File: src/rtl/uart_command_decoder_pkg.sv
// Shared definitions for the UART command decoder: FSM state encoding,
// sensor command codes and frame error codes.
package uart_cmd_pkg;

    // FSM state encoding
    localparam logic [2:0] ST_IDLE     = 3'd0;
    localparam logic [2:0] ST_WAIT_CMD = 3'd1;
    localparam logic [2:0] ST_CHECK    = 3'd2;
    localparam logic [2:0] ST_HOLD     = 3'd3;
    localparam logic [2:0] ST_ERROR    = 3'd4;

    // Command codes understood by the sensor controller
    typedef enum logic [7:0] {
        CMD_STATUS        = 8'h00,
        CMD_TEMPERATURE   = 8'h01,
        CMD_HUMIDITY      = 8'h02,
        CMD_CONT_TEMP_ON  = 8'h03,
        CMD_CONT_HUM_ON   = 8'h04,
        CMD_CONT_TEMP_OFF = 8'h05,
        CMD_CONT_HUM_OFF  = 8'h06
    } cmd_e;

    localparam logic [7:0] CMD_MAX = 8'h06;

    // Frame error codes reported on error_code
    localparam logic [2:0] ERR_NONE     = 3'd0;
    localparam logic [2:0] ERR_BAD_ADDR = 3'd1;
    localparam logic [2:0] ERR_BAD_CMD  = 3'd2;
    localparam logic [2:0] ERR_TIMEOUT  = 3'd3;
    localparam logic [2:0] ERR_OVERRUN  = 3'd4;

    function automatic logic is_valid_cmd(input logic [7:0] code);
        return code <= CMD_MAX;
    endfunction

endpackage

File: src/rtl/uart_command_decoder_if.sv
// Bundle between the UART receiver / sensor controller and the command
// decoder. The decoder uses the master modport, the environment the slave.
//
// Handshake: a frame is offered while request_valid is high; address and
// command stay stable until the cycle where request_valid and request_ready
// are both high, which transfers the frame. request_valid never drops before
// that transfer (except on reset).
interface uart_command_decoder_if;
    import uart_cmd_pkg::*;

    logic       has_data;
    logic [7:0] data_received;
    logic       request_valid;
    logic       request_ready;
    logic [7:0] request_address;
    logic [7:0] request_command;
    logic       frame_error;
    logic [2:0] error_code;
    logic [2:0] state_dbg;

    modport master (
        input  has_data,
        input  data_received,
        input  request_ready,
        output request_valid,
        output request_address,
        output request_command,
        output frame_error,
        output error_code,
        output state_dbg
    );

    modport slave (
        output has_data,
        output data_received,
        output request_ready,
        input  request_valid,
        input  request_address,
        input  request_command,
        input  frame_error,
        input  error_code,
        input  state_dbg
    );

endinterface

File: src/rtl/uart_command_decoder_inter_byte_timer.sv
// Counts cycles spent waiting for the command byte; only instantiated when
// UART_CMD_TIMEOUT_EN is defined. The counter saturates at its limit.
module inter_byte_timer #(
    parameter int TIMEOUT_CYCLES = 5_000_000
) (
    input  logic clock,
    input  logic reset,
    input  logic clear,
    input  logic enable,
    output logic expired
);

    localparam logic [22:0] LAST_COUNT = 23'(TIMEOUT_CYCLES - 1);

    logic [22:0] count;

    // Cycle counter: cleared on entry to the wait, counts while enabled
    always_ff @(posedge clock) begin
        if (reset || clear) begin
            count <= '0;
        end else if (enable && (count != LAST_COUNT)) begin
            count <= count + 23'd1;
        end
    end

    assign expired = enable && (count == LAST_COUNT);

endmodule

File: src/rtl/uart_command_decoder.sv
// Assembles 2-byte frames (address, command) from the UART receiver,
// validates them and offers them to the sensor controller.
// Optional inter-byte timeout: define UART_CMD_TIMEOUT_EN.
module uart_command_decoder
    import uart_cmd_pkg::*;
#(
    parameter int NUM_SENSORS    = 32,
    parameter int TIMEOUT_CYCLES = 5_000_000
) (
    input  logic                   clock,
    input  logic                   reset,
    uart_command_decoder_if.master bus
);

    localparam logic [8:0] ADDR_LIMIT = 9'(NUM_SENSORS);

    logic [2:0] state;
    logic [2:0] next_state;
    logic [7:0] req_addr;
    logic [7:0] req_cmd;
    logic [2:0] err_pend;
    logic [2:0] err_code_q;
    logic       bad_addr;
    logic       bad_cmd;
    logic       overrun;
    logic       timer_expired;
    logic [2:0] cur_code;
    logic       strobe;

`ifdef UART_CMD_TIMEOUT_EN
    inter_byte_timer #(
        .TIMEOUT_CYCLES (TIMEOUT_CYCLES)
    ) u_timer (
        .clock   (clock),
        .reset   (reset),
        .clear   ((state == ST_IDLE) && bus.has_data),
        .enable  (state == ST_WAIT_CMD),
        .expired (timer_expired)
    );
`else
    logic unused_timeout_cfg;
    assign unused_timeout_cfg = ^TIMEOUT_CYCLES;
    assign timer_expired      = 1'b0;
`endif

    assign bad_addr = ({1'b0, req_addr} >= ADDR_LIMIT);
    assign bad_cmd  = !is_valid_cmd(req_cmd);

    // A byte arriving while a frame is being checked, held or rejected is lost
    assign overrun = bus.has_data &&
                     ((state == ST_CHECK) || (state == ST_HOLD) || (state == ST_ERROR));

    // Overrun takes the code when it lands on the ERROR-state strobe
    assign cur_code = overrun ? ERR_OVERRUN : err_pend;
    assign strobe   = !reset && ((state == ST_ERROR) || overrun);

    // Next-state selection
    always_comb begin
        next_state = state;
        case (state)
            ST_IDLE: begin
                if (bus.has_data) next_state = ST_WAIT_CMD;
            end
            ST_WAIT_CMD: begin
                if (bus.has_data)       next_state = ST_CHECK;
                else if (timer_expired) next_state = ST_ERROR;
            end
            ST_CHECK: begin
                if (bad_addr || bad_cmd) next_state = ST_ERROR;
                else                     next_state = ST_HOLD;
            end
            ST_HOLD: begin
                if (bus.request_ready) next_state = ST_IDLE;
            end
            ST_ERROR: begin
                next_state = ST_IDLE;
            end
            default: begin
                next_state = ST_IDLE;
            end
        endcase
    end

    // State, frame bytes and error bookkeeping
    always_ff @(posedge clock) begin
        if (reset) begin
            state      <= ST_IDLE;
            req_addr   <= 8'h00;
            req_cmd    <= 8'h00;
            err_pend   <= ERR_NONE;
            err_code_q <= ERR_NONE;
        end else begin
            state <= next_state;
            if ((state == ST_IDLE) && bus.has_data) begin
                req_addr <= bus.data_received;
            end
            if ((state == ST_WAIT_CMD) && bus.has_data) begin
                req_cmd <= bus.data_received;
            end
            if (state == ST_CHECK) begin
                err_pend <= bad_addr ? ERR_BAD_ADDR : ERR_BAD_CMD;
            end
            if ((state == ST_WAIT_CMD) && !bus.has_data && timer_expired) begin
                err_pend <= ERR_TIMEOUT;
            end
            if (strobe) begin
                err_code_q <= cur_code;
            end
        end
    end

    assign bus.request_valid   = (state == ST_HOLD);
    assign bus.request_address = req_addr;
    assign bus.request_command = req_cmd;
    assign bus.frame_error     = strobe;
    assign bus.error_code      = strobe ? cur_code : err_code_q;
    assign bus.state_dbg       = state;

endmodule

File: src/flat_wrapper.sv
// flat-port wrapper written by rule: the top's interface ports become plain ports
module uart_command_decoder_flat import uart_cmd_pkg::*;
#(
    parameter int NUM_SENSORS    = 32,
    parameter int TIMEOUT_CYCLES = 5_000_000
)
  (clock, reset, bus_has_data, bus_data_received, bus_request_ready, bus_request_valid, bus_request_address, bus_request_command, bus_frame_error, bus_error_code, bus_state_dbg);
  uart_command_decoder_if bus_i ();
  input  logic clock;
  input  logic reset;
  input wire logic [$bits(bus_i.has_data)-1:0] bus_has_data;
  input wire logic [$bits(bus_i.data_received)-1:0] bus_data_received;
  input wire logic [$bits(bus_i.request_ready)-1:0] bus_request_ready;
  output wire logic [$bits(bus_i.request_valid)-1:0] bus_request_valid;
  output wire logic [$bits(bus_i.request_address)-1:0] bus_request_address;
  output wire logic [$bits(bus_i.request_command)-1:0] bus_request_command;
  output wire logic [$bits(bus_i.frame_error)-1:0] bus_frame_error;
  output wire logic [$bits(bus_i.error_code)-1:0] bus_error_code;
  output wire logic [$bits(bus_i.state_dbg)-1:0] bus_state_dbg;
  assign bus_i.has_data = bus_has_data;
  assign bus_i.data_received = bus_data_received;
  assign bus_i.request_ready = bus_request_ready;
  assign bus_request_valid = bus_i.request_valid;
  assign bus_request_address = bus_i.request_address;
  assign bus_request_command = bus_i.request_command;
  assign bus_frame_error = bus_i.frame_error;
  assign bus_error_code = bus_i.error_code;
  assign bus_state_dbg = bus_i.state_dbg;
  uart_command_decoder #(.NUM_SENSORS(NUM_SENSORS), .TIMEOUT_CYCLES(TIMEOUT_CYCLES)) u_core (.clock(clock), .reset(reset), .bus(bus_i));
endmodule
File: config.mk
export PLATFORM = sky130hd
export DESIGN_NAME = uart_command_decoder_flat
export DESIGN_NICKNAME = d
export VERILOG_FILES = /design/src/rtl/uart_command_decoder_pkg.sv /design/src/rtl/uart_command_decoder_if.sv /design/src/rtl/uart_command_decoder_inter_byte_timer.sv /design/src/rtl/uart_command_decoder.sv /design/src/flat_wrapper.sv
export SDC_FILE = /design/constraint.sdc
export NUM_CORES = 1
export LEC_CHECK = 0
export CAP_MARGIN = 20
export CORE_MARGIN = 2
export CORE_UTILIZATION = 44
export DETAILED_ROUTE_END_ITERATION = 8
export PLACE_DENSITY_LB_ADDON = 0.3
export SLEW_MARGIN = 20
export SYNTH_ARGS = -nofsm -noshare
export SYNTH_HDL_FRONTEND = slang
export SYNTH_HIERARCHICAL = 1
export SYNTH_SLANG_ARGS = --single-unit
File: constraint.sdc
create_clock -name clock -period 2.35 [get_ports clock]
set_input_delay 0.47 -clock clock [delete_from_list [all_inputs] [get_ports clock]]
set_output_delay 0.47 -clock clock [all_outputs]
set_load 0.005 [all_outputs]
Word-level counts from Yosys, hierarchy flattened
Cells that the tools add are included.
Storage, ports and cells
  output and inout bits: 24
  input bits: 12
  word-level logic and storage cells: 34
  bits in registers: 25
Operators by class
  order comparisons: 2
  mux-type cells: 8
  reduce and logical (&&, ||, !) cells: 12
  equality and inequality tests: 7
Operator list (count)
  2-to-1 mux 3 bit: 6
  case mux 3 bit (4 select lines): 1
  greater-or-equal comparator 8 x 6 -> 1 bit (second input constant): 1
  <= comparator 8 x 3 -> 1 bit (second input constant): 1
  == test 3 x 2 -> 1 bit (second input constant): 2
  inequality test 2 bit (second input constant): 3
  logical AND 1 bit: 4
  logical OR 1 bit: 4
  == test 3 x 1 -> 1 bit (second input constant): 1
  == test 3 bit (second input constant): 1
  logical NOT 3 bit: 1
  AND reduction 3 bit: 1
  logical NOT 1 bit: 2
  2-to-1 mux 2 bit: 1

Logic depth before layout (Yosys ltp)
  depth in word-level cells: 7
  gate-level depth with buffers: 6
  gate-level depth less buffers: 4

Worst setup path before layout
Ideal clock, no wire load.
  kind: register to output
  start: reg u_core.state[0], in the netlist u_core/bus.state_dbg[0]
  end: out bus_error_code[0]
  required time: 1880 ps
  stages on the path, launching flop included: 6
  setup slack: 431 ps
  buffers on the path: 1
  arrival time: 1449 ps
  cell sequence: dfxtp_1 > buf_4 > or3b_4 > a21boi_4 > or2_4 > a22o_1
On the way
  cells in the longest elaborated chain, start to end: 7
  elaborated cells on any way between the ends: 10
  those cells by class: eq/ne (3); mux (2); reduce/logical (5)
RTL lines
  start, declared: RTL line uart_command_decoder.sv:17  | logic [2:0] state;
  start signal, assigned: RTL line uart_command_decoder.sv:93  | state <= next_state;
  == test 3 x 2 -> 1 bit: RTL line uart_command_decoder.sv:51  | ((state == ST_CHECK) || (state == ST_HOLD) || (state == ST_ERROR));
  logical OR 1 bit (2 in series): RTL line uart_command_decoder.sv:51
  logical AND 1 bit: RTL line uart_command_decoder.sv:50  | assign overrun = bus.has_data &&
  logical OR 1 bit: RTL line uart_command_decoder.sv:55  | assign strobe = !reset && ((state == ST_ERROR) || overrun);
  logical AND 1 bit: RTL line uart_command_decoder.sv:55
  2-to-1 mux 3 bit *: RTL line uart_command_decoder.sv:116  | assign bus.error_code = strobe ? cur_code : err_code_q;
  end, declared: RTL line flat_wrapper.sv:18  | output wire logic [$bits(bus_i.error_code)-1:0] bus_error_code;
Mark *: on every way between the ends. The rest lies on a longest branch, timed or not.

Final worst setup path
Same ends and word-level chain as after synthesis.

==> metrics <==
status=finished, final reports clean; Logic pwr share=25.4%; Sw Ratio=26.4%; Warnings, synthesis=6; startpoint types=flop; share of flip-flops with an asynchronous set or reset=0%; DR iter-0 viols=13; number of global-route vias before repair=917; first-pass GRT wire length=4120 µm; RSZ-0062 raised after global routing=false; core area=0.00221 mm²; Post-Synthesis Cells=121; nets@finish=179; drt total wl=2480 µm; Psw=0.000235 W; Max Slew Vio Count=0; vias=986; Pint=0.000654 W; CTS Buf Count=3; maxcap violations=0; Synth top area share=46.3%; Post-synth top cells=dfxtp_1, nand2_1, nor2_1; Setup Skew=0.00755 ns; shortest period the worst path allows=2.23 ns; GP Congestion=0.776; vias per cell=5.08; Crit. End Element=output pin; CTS clk-pin slew, worst paths=0.13 ns; Hold Path Class=flop to flop; row count=17; ratio of cells with drive above 1 in the final layout=18.1%; drc violations=0; CTS root buf=clkbuf_4; Synth area leader=dfxtp_1; largest net degree at the start of global routing=14; fin cells=194; crit path max fanout=3; Clk network pwr share=23.5%; Yosys cell types=33; VDD IR-drop max=0.000402 V; Die H=52.6 µm; Mapped Avg Cell Area=8.58 µm²; WHS=0.463 ns; Fmax=449 MHz; Req. time, crit path=1.88 ns; Fin. Hold Viols=0; Area contributors post-synth=dfxtp_1, mux2i_1, nand2_1, a21oi_1, nor2_1; wire per inst=12.8 µm; Clk Latency, worst-skew pair=0.31 ns; EDFF count, synth=0; n_diodes=0; antenna violations before repair=0; Post-DP HPWL=1860 µm; CP arrival=1.76 ns; IO Port Bufs=35; instance area after placement=0.00147 mm²; Sequential Power Share=51.1%; I/O Pins=36; iteration count of the initial detailed-routing pass=4; PnR Total Power=0.000889 W; netlist area before placement=0.00104 mm²; Net Count, Synth=133; gr ovfl total=0; GR Util All Layers=20.3%; die width=52.6 µm; CTS Buffer Depth=2; Initial Util=46.9%; flop2flop setup slack=0.68 ns; #FFs+latches synth=24; H-tree depth=1; fin crit share=94.8%; placed cells=187; sequential fraction of the synthesis area=46.3%; CP Class=flop to output pin; Leakage=0.622 nW; Final Cell Area=0.00152 mm²; most frequent cell after synthesis=dfxtp_1; CTS tree=built; Layout Utilization=68.8%; remaining antenna violation count=0; Worst-Margin Slew=0.388 ns; Sink Count=24; PD cells=584 mW/mm²; top_reg_cell synth=dfxtp_1; # setup viols final=0; Die Area=0.00276 mm²; worst rel slew slack=73.9%; synth-to-layout area growth=46.6%
-- registers in the layout, summed over array words and instances, names as in the netlist --
name                        count
u_core/bus.request_address      8
u_core/bus.state_dbg            3
u_core/err_code_q               3
u_core/bus.request_command      8
u_core/err_pend                 2
-- layout by cell type, fill, tap and decap left out, drive strengths merged, types with 2 or more instances in the layout --
| master | synthesis | layout |
|---|---|---|
| a22o | 2 | 2 |
| a21oi | 12 | 12 |
| dfxtp | 24 | 24 |
| o21ai | 2 | 2 |
| or3b | 2 | 2 |
| clkbuf | 4 | 7 |
| clkdlybuf4s50 | 0 | 29 |
| nand2b | 2 | 2 |
| nor3 | 2 | 2 |
| a22oi | 2 | 2 |
| and3b | 2 | 2 |
| dlygate4sd2 | 0 | 3 |
| and2 | 2 | 2 |
| nand2 | 22 | 22 |
| mux2i | 9 | 9 |
| nand3 | 2 | 2 |
| nor2 | 15 | 15 |
| buf | 3 | 13 |
-- path summary, 6_finish.rpt --
path	to	cells past startpoint	startpoint
setup / recovery	bus_error_code[0]	5	u_core/bus.state_dbg[0]
hold / removal	u_core/bus.request_address[2]	2	u_core/bus.request_address[2]
setup reg to reg	u_core/bus.request_command[6]	8	u_core/bus.state_dbg[2]
hold reg to reg	u_core/bus.request_address[2]	2	u_core/bus.request_address[2]
-- final cells by class --
| cell class | instances | area, µm² |
|---|---|---|
| Clock buffer | 4 | 36.3 |
| Timing Repair Buffer | 48 | 433 |
| Tap cell | 28 | 35.0 |
| Sequential cell | 24 | 484 |
| Inverter | 1 | 3.75 |
| Multi-Input combinational cell | 89 | 531 |
| Fill cell | 185 | 689 |
-- kinds of logic after synthesis --
family | count (synthesis) | synth area share, %
buf+inv | 8 | 3.49
mux | 9 | 8.68
compound gates | 22 | 13.7
flops | 24 | 46.3
xor+xnor | 1 | 0.844
simple gates | 57 | 27.0
-- worst max-delay path, cell delays in order, from the launching register on --
cell and delay (ns):
dfxtp_2 0.34, or3b_4 0.40, a21boi_4 0.15, or2_4 0.23, a22o_1 0.23, clkbuf_2 0.11
-- power groups by stage --
stage	Sequential (W)	Clock [W]	Combinational, W
5_1_grt	0.000459	0.000238	0.000249
3_5_place_dp	0.000462	0	0.000224
2_1_floorplan	0.000464	0	0.000110
3_3_place_gp	0.000460	0	0.000219
6_report	0.000454	0.000209	0.000226
4_1_cts	0.000454	0.000216	0.000226
-- stage by stage --
stage | setup slack [ns] | setup TNS, ns
2_1_floorplan | 0.431 | 0
5_1_grt | 0.0436 | 0
4_1_cts | 0.0162 | 0
3_3_place_gp | -0.203 | -0.626
6_report | 0.123 | 0
3_5_place_dp | -0.230 | -0.695
-- metal layers --
| metal | vias up | track usage (%) | part of all wire [%] |
|---|---|---|---|
| met5 | - | 0 | 0 |
| met4 | 0 | 7.69 | 0.57 |
| met3 | 2 | 2.86 | 4.3 |
| met2 | 27 | 34.2 | 48 |
| met1 | 455 | 26.1 | 47 |
| li1 | 502 | - | - |
-- what timing repair did --
action                                  in CTS  in global routing
setup buffers                                3                  0
gates resized for setup                     13                  6
pin swaps                                    1                  0
endpoints found under the setup margin       4                  3
hold buffers                                 0                  0
No activity file was read; power rests on OpenSTA's default activity.
